**config.mk**
```make
export PLATFORM = sky130hd
export DESIGN_NAME = uart_param
export DESIGN_NICKNAME = d
export VERILOG_FILES = /design/src/rtl/uart_param.sv
export SDC_FILE = /design/constraint.sdc
export NUM_CORES = 1
export LEC_CHECK = 0
export CAP_MARGIN = 30
export CORE_ASPECT_RATIO = 0.6
export CORE_UTILIZATION = 46
export DETAILED_ROUTE_END_ITERATION = 7
export PLACE_DENSITY = 0.68
export SLEW_MARGIN = 5
export SYNTH_ARGS = -nofsm -noshare
export SYNTH_HDL_FRONTEND = slang
export SYNTH_SLANG_ARGS = --single-unit
```
**constraint.sdc**
```tcl
create_clock -name clk -period 1.97 [get_ports clk]
set_input_delay 0.394 -clock clk [delete_from_list [all_inputs] [get_ports clk]]
set_output_delay 0.394 -clock clk [all_outputs]
set_load 0.02 [all_outputs]
```
**src/rtl/uart_param.sv**
```systemverilog
// Parametrised full-duplex UART with receive status (valid, parity, framing, false-start). tx leaves idle on the edge that samples start.
// rx_valid follows the stop-bit centre; there is no backpressure, and start is ignored while tx_active. Optional loopback: UART_PARAM_LOOPBACK_EN.
module uart_param #(
  parameter int clk_freq    = 50000000,
  parameter int baud_rate   = 19200,
  parameter int data_bits   = 8,
  parameter int parity_type = 0,
  parameter int stop_bits   = 1
) (
  input  logic                 clk,
  input  logic                 rst,
  input  logic                 rx,
  input  logic [data_bits-1:0] tx_data_in,
  input  logic                 start,
`ifdef UART_PARAM_LOOPBACK_EN
  input  logic                 loopback,
`endif
  output logic                 tx,
  output logic                 tx_active,
  output logic                 done_tx,
  output logic [data_bits-1:0] rx_data_out,
  output logic                 rx_valid,
  output logic                 rx_parity_err,
  output logic                 rx_frame_err,
  output logic                 rx_busy
);
  localparam int CLKS_PER_BIT = clk_freq / baud_rate;
  localparam int STOP_CLKS    = stop_bits * CLKS_PER_BIT;
  localparam int CW           = $clog2(STOP_CLKS + 1);
  localparam int BW           = $clog2(data_bits + 1);
  localparam logic [CW-1:0] BIT_LAST  = CW'(CLKS_PER_BIT - 1);
  localparam logic [CW-1:0] HALF_LAST = CW'(CLKS_PER_BIT / 2 - 1);
  localparam logic [CW-1:0] STOP_LAST = CW'(STOP_CLKS - 1);
  localparam logic [BW-1:0] IDX_LAST  = BW'(data_bits - 1);
  localparam bit PAR_EN = (parity_type != 0);

  typedef enum logic [2:0] {T_IDLE, T_START, T_DATA, T_PAR, T_STOP} tx_state_t;
  typedef enum logic [2:0] {R_IDLE, R_START, R_DATA, R_PAR, R_STOP, R_WAIT} rx_state_t;

  function automatic logic par_of(input logic [data_bits-1:0] d);
    return (^d) ^ (parity_type == 1);
  endfunction

  // Reset asserts immediately but is released in step with clk.
  logic [1:0] rst_pipe;
  logic       rst_i;
  always_ff @(posedge clk or posedge rst) begin
    if (rst) rst_pipe <= 2'b11;
    else     rst_pipe <= {rst_pipe[0], 1'b0};
  end
  assign rst_i = rst_pipe[1];

  tx_state_t            tx_state;
  logic [CW-1:0]        tx_cnt;
  logic [BW-1:0]        tx_bit;
  logic [data_bits-1:0] tx_shift;
  logic                 tx_par, tx_line;

  always_ff @(posedge clk or posedge rst_i) begin
    if (rst_i) begin
      tx_state  <= T_IDLE;
      tx_cnt    <= '0;
      tx_bit    <= '0;
      tx_shift  <= '0;
      tx_par    <= 1'b0;
      tx_line   <= 1'b1;
      tx_active <= 1'b0;
      done_tx   <= 1'b0;
    end else begin
      done_tx <= 1'b0;
      case (tx_state)
        T_IDLE: if (start) begin
          tx_shift  <= tx_data_in;
          tx_par    <= par_of(tx_data_in);
          tx_line   <= 1'b0;
          tx_active <= 1'b1;
          tx_cnt    <= '0;
          tx_bit    <= '0;
          tx_state  <= T_START;
        end
        T_START: if (tx_cnt == BIT_LAST) begin
          tx_cnt   <= '0;
          tx_line  <= tx_shift[0];
          tx_shift <= tx_shift >> 1;
          tx_state <= T_DATA;
        end else tx_cnt <= tx_cnt + 1'b1;
        T_DATA: if (tx_cnt == BIT_LAST) begin
          tx_cnt <= '0;
          if (tx_bit == IDX_LAST) begin
            tx_bit   <= '0;
            tx_line  <= PAR_EN ? tx_par : 1'b1;
            tx_state <= PAR_EN ? T_PAR : T_STOP;
          end else begin
            tx_bit   <= tx_bit + 1'b1;
            tx_line  <= tx_shift[0];
            tx_shift <= tx_shift >> 1;
          end
        end else tx_cnt <= tx_cnt + 1'b1;
        T_PAR: if (tx_cnt == BIT_LAST) begin
          tx_cnt   <= '0;
          tx_line  <= 1'b1;
          tx_state <= T_STOP;
        end else tx_cnt <= tx_cnt + 1'b1;
        T_STOP: if (tx_cnt == STOP_LAST) begin
          tx_cnt    <= '0;
          tx_active <= 1'b0;
          done_tx   <= 1'b1;
          tx_state  <= T_IDLE;
        end else tx_cnt <= tx_cnt + 1'b1;
        default: tx_state <= T_IDLE;
      endcase
    end
  end

  logic [1:0] rx_sync;
  logic       rx_src;
  always_ff @(posedge clk or posedge rst_i) begin
    if (rst_i) rx_sync <= 2'b11;
    else       rx_sync <= {rx_sync[0], rx};
  end

`ifdef UART_PARAM_LOOPBACK_EN
  assign tx     = loopback ? 1'b1 : tx_line;
  assign rx_src = loopback ? tx_line : rx_sync[1];
`else
  assign tx     = tx_line;
  assign rx_src = rx_sync[1];
`endif

  rx_state_t            rx_state;
  logic [CW-1:0]        rx_cnt;
  logic [BW-1:0]        rx_bit;
  logic [data_bits-1:0] rx_shift;
  logic                 rx_par, rx_prev;

  always_ff @(posedge clk or posedge rst_i) begin
    if (rst_i) begin
      rx_state      <= R_IDLE;
      rx_cnt        <= '0;
      rx_bit        <= '0;
      rx_shift      <= '0;
      rx_par        <= 1'b0;
      rx_prev       <= 1'b1;
      rx_data_out   <= '0;
      rx_valid      <= 1'b0;
      rx_parity_err <= 1'b0;
      rx_frame_err  <= 1'b0;
      rx_busy       <= 1'b0;
    end else begin
      rx_valid <= 1'b0;
      rx_prev  <= rx_src;
      case (rx_state)
        R_IDLE: if (rx_prev && !rx_src) begin
          rx_cnt   <= '0;
          rx_busy  <= 1'b1;
          rx_state <= R_START;
        end
        R_START: if (rx_cnt == HALF_LAST) begin
          rx_cnt <= '0;
          rx_bit <= '0;
          if (rx_src) begin
            rx_busy  <= 1'b0;
            rx_state <= R_IDLE;
          end else rx_state <= R_DATA;
        end else rx_cnt <= rx_cnt + 1'b1;
        R_DATA: if (rx_cnt == BIT_LAST) begin
          rx_cnt   <= '0;
          rx_shift <= {rx_src, rx_shift[data_bits-1:1]};
          if (rx_bit == IDX_LAST) begin
            rx_bit   <= '0;
            rx_state <= PAR_EN ? R_PAR : R_STOP;
          end else rx_bit <= rx_bit + 1'b1;
        end else rx_cnt <= rx_cnt + 1'b1;
        R_PAR: if (rx_cnt == BIT_LAST) begin
          rx_cnt   <= '0;
          rx_par   <= rx_src;
          rx_state <= R_STOP;
        end else rx_cnt <= rx_cnt + 1'b1;
        // A low stop sample parks in R_WAIT so a held break reports once.
        R_STOP: if (rx_cnt == BIT_LAST) begin
          rx_cnt        <= '0;
          rx_data_out   <= rx_shift;
          rx_valid      <= 1'b1;
          rx_parity_err <= PAR_EN && (rx_par != par_of(rx_shift));
          rx_frame_err  <= !rx_src;
          if (rx_src) begin
            rx_busy  <= 1'b0;
            rx_state <= R_IDLE;
          end else rx_state <= R_WAIT;
        end else rx_cnt <= rx_cnt + 1'b1;
        R_WAIT: if (rx_src) begin
          rx_busy  <= 1'b0;
          rx_state <= R_IDLE;
        end
        default: rx_state <= R_IDLE;
      endcase
    end
  end
endmodule

```
==> summary.md <==
| Metric | Value |
|---|---|
| First-pass GRT wire length | `~14000 um` |
| Max Root-Sink Buffers | `2` |
| Final Wtd Congestion | `0.846` |
| H-tree levels | `3` |
| CP delay by family, top | `simple AND/OR/NAND/NOR gates` |
| Final Cell Area | `5070 um^2` |
| Gate Count Post-Synth | `347` |
| Placed cell areas | `4400 um^2` |
| Clk Latency, worst-skew pair | `0.33 ns` |
| Initial antenna violation count | `0` |
| Largest net degree at the start of global routing | `72` |
| Vias | `2981` |
| Peak per-stage delay on the critical path | `0.48 ns` |
| Layout Skew | `0.00920 ns` |
| Chip Width | `~120 um` |
| Post-DP HPWL | `~5400 um` |
| Run status | `complete, but fails checks` |
| Final setup viols | `33` |
| Ys flop type | `dfrtp_1` |
| Min-delay worst type | `reg -> async` |
| N_diodes | `0` |
| Area delta synth->final | `38.2%` |
| Clock transition at path regs | `about 0.05 ns` |
| TritonCTS clock tree | `done` |
| Vias per cell | `5.54` |
| Post-Syn Area | `about 3700 um^2` |
| # nets final | `between 400 and 500` |
| Switching Share | `0.324` |
| Row count | `24` |
| Rel. slew slack | `0.579` |
| Congestion Overflow GR | `0` |
| Worst-path maximum fanout | `8` |
| Crit end category | `flop` |
| Port Buffers | `25` |
| Final Critical Period | `2.11 ns` |
| Placeable Area | `7480 um^2` |
| Vias in the first global route | `2689` |
| Ports | `27` |
| Final hold violation count | `0` |
| Post-route antenna net violation count | `0` |
| WHS | `roughly 0.34 ns` |
| Post-synth ARST share | `1.00` |
| Reg2Reg Launch Point | `tx_cnt[0]$_DFFE_PP0P_` |
| Die Y | `71.2 um` |
| Final WL | `8570 um` |
| Startpoint types | `flop` |
| Worst Path Required | `2.18 ns` |
| Slew @ Worst Pin | `around 0.63 ns` |
| Die area | `roughly 8400 um^2` |
| Crit path launch | `tx_cnt[0]$_DFFE_PP0P_` |
| Initial core utilization | `0.491` |
| DR WL/cell | `15.9 um` |
| DR iter-0 viols | `251` |
| Leak Pwr | `2.20 nW` |
| Tot Pwr | `5.55 mW` |
| Total of max-cap violations | `0` |
| Synth warn | `0` |
| Clk root buf | `clkbuf_16` |
| Critical Path End | `tx_shift[1]$_DFFE_PP0P_` |
| Synth cell types | `56` |
| Clk sinks | `73` |
| DR DRC count | `0` |
| Synth Area per Inst | `between 10 and 15 um^2` |
| All-Layer GR Usage | `0.211` |
| Combinational fraction of design power | `0.378` |
| Yosys reg bits | `73` |
| Sequential fraction of the synthesis area | `0.500` |
| CTS Buf Count | `9` |
| EDFF count, synth | `0` |
| Drt pass-1 iters | `5` |
| R2r worst-path depth | `7` |
| Reg power frac | `0.334` |
| PwrDens | `~1100 nW/um^2` |
| Critical path data arrival time | `roughly 2.3 ns` |
| P_int | `~3.8 mW` |
| VDD IR max | `0.000558 V` |
| Critical path class | `reg -> reg` |
| Utilization after layout | `0.678` |
| Period utilization | `1.07` |
| Share of cells above drive strength 1 | `0.359` |
| Final Max Slew Viols | `0` |
| Worst flop-to-flop path endpoint | `tx_shift[1]$_DFFE_PP0P_` |
| Levels on crit path | `7` |
| NetSw | `1.80 mW` |
| Buffers plus inverters on the worst setup path | `1` |
| Reg2Reg Setup Slack | `-0.14 ns` |
| Crit-path slowest cell | `or4b_4` |
| Fmax | `474 MHz` |
| RSZ-0062 raised after global routing | `true` |
| PnR worst setup slack | `-0.137 ns` |
| Cells along the critical path | `ha_2, or4b_4, nor3_4, a22oi_2, a21oi_4, buf_12, mux2_4` |
| Clk pwr share | `0.288` |
| Violated checks | `setup timing` |
[logic make-up (layout without fill, tap and decap cells)]
kind of cell | Yosys count | after routing | share of synthesized area
flip-flops | 73 | 73 | 0.500
AND/OR/NAND/NOR | 127 | 129 | 0.192
XOR/XNOR | 14 | 14 | 0.0334
other | 1 | 2 | 0.00102
multiplexers | 37 | 37 | 0.111
AO/OA/AOI/OAI | 65 | 65 | 0.115
buffers and inverters | 25 | 109 | 0.0300
adder cells (fa/ha/maj) | 5 | 5 | 0.0170
[cells in the final DEF (no fill, tap or decap), types with 3 or more instances in the layout]
| cell | n |
|---|---|
| a21o_1 | 3 |
| a21oi_1 | 3 |
| a21oi_2 | 4 |
| a22o_1 | 6 |
| buf_12 | 5 |
| buf_4 | 45 |
| buf_6 | 7 |
| clkbuf_16 | 9 |
| clkdlybuf4s50_1 | 25 |
| dfrtp_1 | 65 |
| dfstp_2 | 6 |
| inv_1 | 9 |
| mux2_2 | 24 |
| mux2_4 | 7 |
| mux2i_1 | 6 |
| nand2_1 | 21 |
| nand2b_1 | 5 |
| nand3_1 | 10 |
| nand3b_1 | 4 |
| nand4_1 | 5 |
| nand4bb_1 | 3 |
| nor2_1 | 27 |
| nor2_4 | 3 |
| nor2b_1 | 3 |
| nor3_1 | 9 |
| nor3_4 | 5 |
| nor3b_1 | 3 |
| nor4_1 | 6 |
| o21ai_0 | 12 |
| o21ai_1 | 15 |
| or3_1 | 3 |
| or4b_4 | 3 |
| xnor2_1 | 13 |
[worst min-delay path by stage]
stage | from | endpoint | slack (ns) | depth (start not counted)
2_1_floorplan | rst | rst_pipe[0]$_DFF_PP1_ | 0.31 | 1
3_5_place_dp | rx_sync[0]$_DFF_PP1_ | rx_sync[1]$_DFF_PP1_ | 0.35 | 0
4_1_cts | rx_sync[0]$_DFF_PP1_ | rx_sync[1]$_DFF_PP1_ | 0.36 | 0
3_3_place_gp | rx_sync[0]$_DFF_PP1_ | rx_sync[1]$_DFF_PP1_ | 0.35 | 0
5_1_grt | rst_pipe[0]$_DFF_PP1_ | rst_pipe[1]$_DFF_PP1_ | 0.36 | 0
6_report | rst_pipe[1]$_DFF_PP1_ | tx_cnt[0]$_DFFE_PP0P_ | 0.34 | 2
[metrics by stage]
stage | setup slack (ns) | std cells | TNS (ns)
final | -0.137 | 538 | -2.12
after global routing | -0.225 | 538 | -5.43
after detailed placement | -0.214 | 509 | -2.29
after global placement | -0.143 | 509 | -1.35
after CTS | -0.185 | 531 | -2.90
after floorplan | -0.129 | 348 | -0.939
[area by class of cell]
type / count / area (um^2)
flip-flops and latches: 73 / 1840
clock inverters: 5 / 57.6
clock buffers: 11 / 233
fillers: 519 / 2400
repair buffers: 82 / 767
multi-input cells: 252 / 2000
well taps: 104 / 130
inverters: 11 / 45.0
[Yosys cell counts, drive strengths merged, types with 5 or more instances]
master / number / area share
a21oi: 9 / 0.015
a22o: 6 / 0.014
buf: 7 / 0.012
clkbuf: 7 / 0.0072
dfrtp: 67 / 0.46
dfstp: 6 / 0.043
ha: 5 / 0.017
inv: 11 / 0.011
mux2: 31 / 0.095
mux2i: 6 / 0.016
nand2: 23 / 0.024
nand2b: 5 / 0.0085
nand3: 12 / 0.018
nand4: 5 / 0.0085
nor2: 31 / 0.032
nor3: 15 / 0.027
nor4: 7 / 0.012
o21ai: 30 / 0.042
xnor2: 13 / 0.031
[flip-flops by register name, indices dropped and copies added (netlist names)]
name / flops
rx_busy: 1
rx_prev: 1
rst_pipe: 2
tx_state: 3
tx_bit: 4
rx_frame_err: 1
rx_shift: 8
tx_shift: 8
tx_active: 1
tx: 1
rx_state: 3
done_tx: 1
rx_bit: 4
rx_sync: 2
rx_valid: 1
rx_data_out: 8
rx_cnt: 12
tx_cnt: 12
[worst min-delay path, stage by stage (launching register included)]
cell and delay (ns):
dfstp_2 0.37, clkinvlp_4 0.07, buf_12 0.32
[per-layer routing]
layer	vias up	global-route usage	share of wire
li1	1418	-	-
met1	1437	0.328	0.49
met2	112	0.281	0.44
met3	14	0.0581	0.062
met4	0	0.0606	0.014
met5	-	0	0
[power groups by stage]
stage               combinational (mW)  clock (mW)  sequential [mW]
global placement                  1.58           0             1.85
finish                            2.10        1.60             1.86
global route                      2.26        1.70             1.88
floorplan                         1.03           0             1.84
CTS                               1.82        1.62             1.84
detailed placement                1.60           0             1.86
[repair_timing]
action                     in CTS  in global routing
pin swaps                       6                 27
resized for setup              24                 50
gates cloned                    0                  2
hold buffers                    0                  0
setup endpoints to repair      32                 65
buffers inserted                6                  6
No activity file was read; power rests on OpenSTA's default activity.
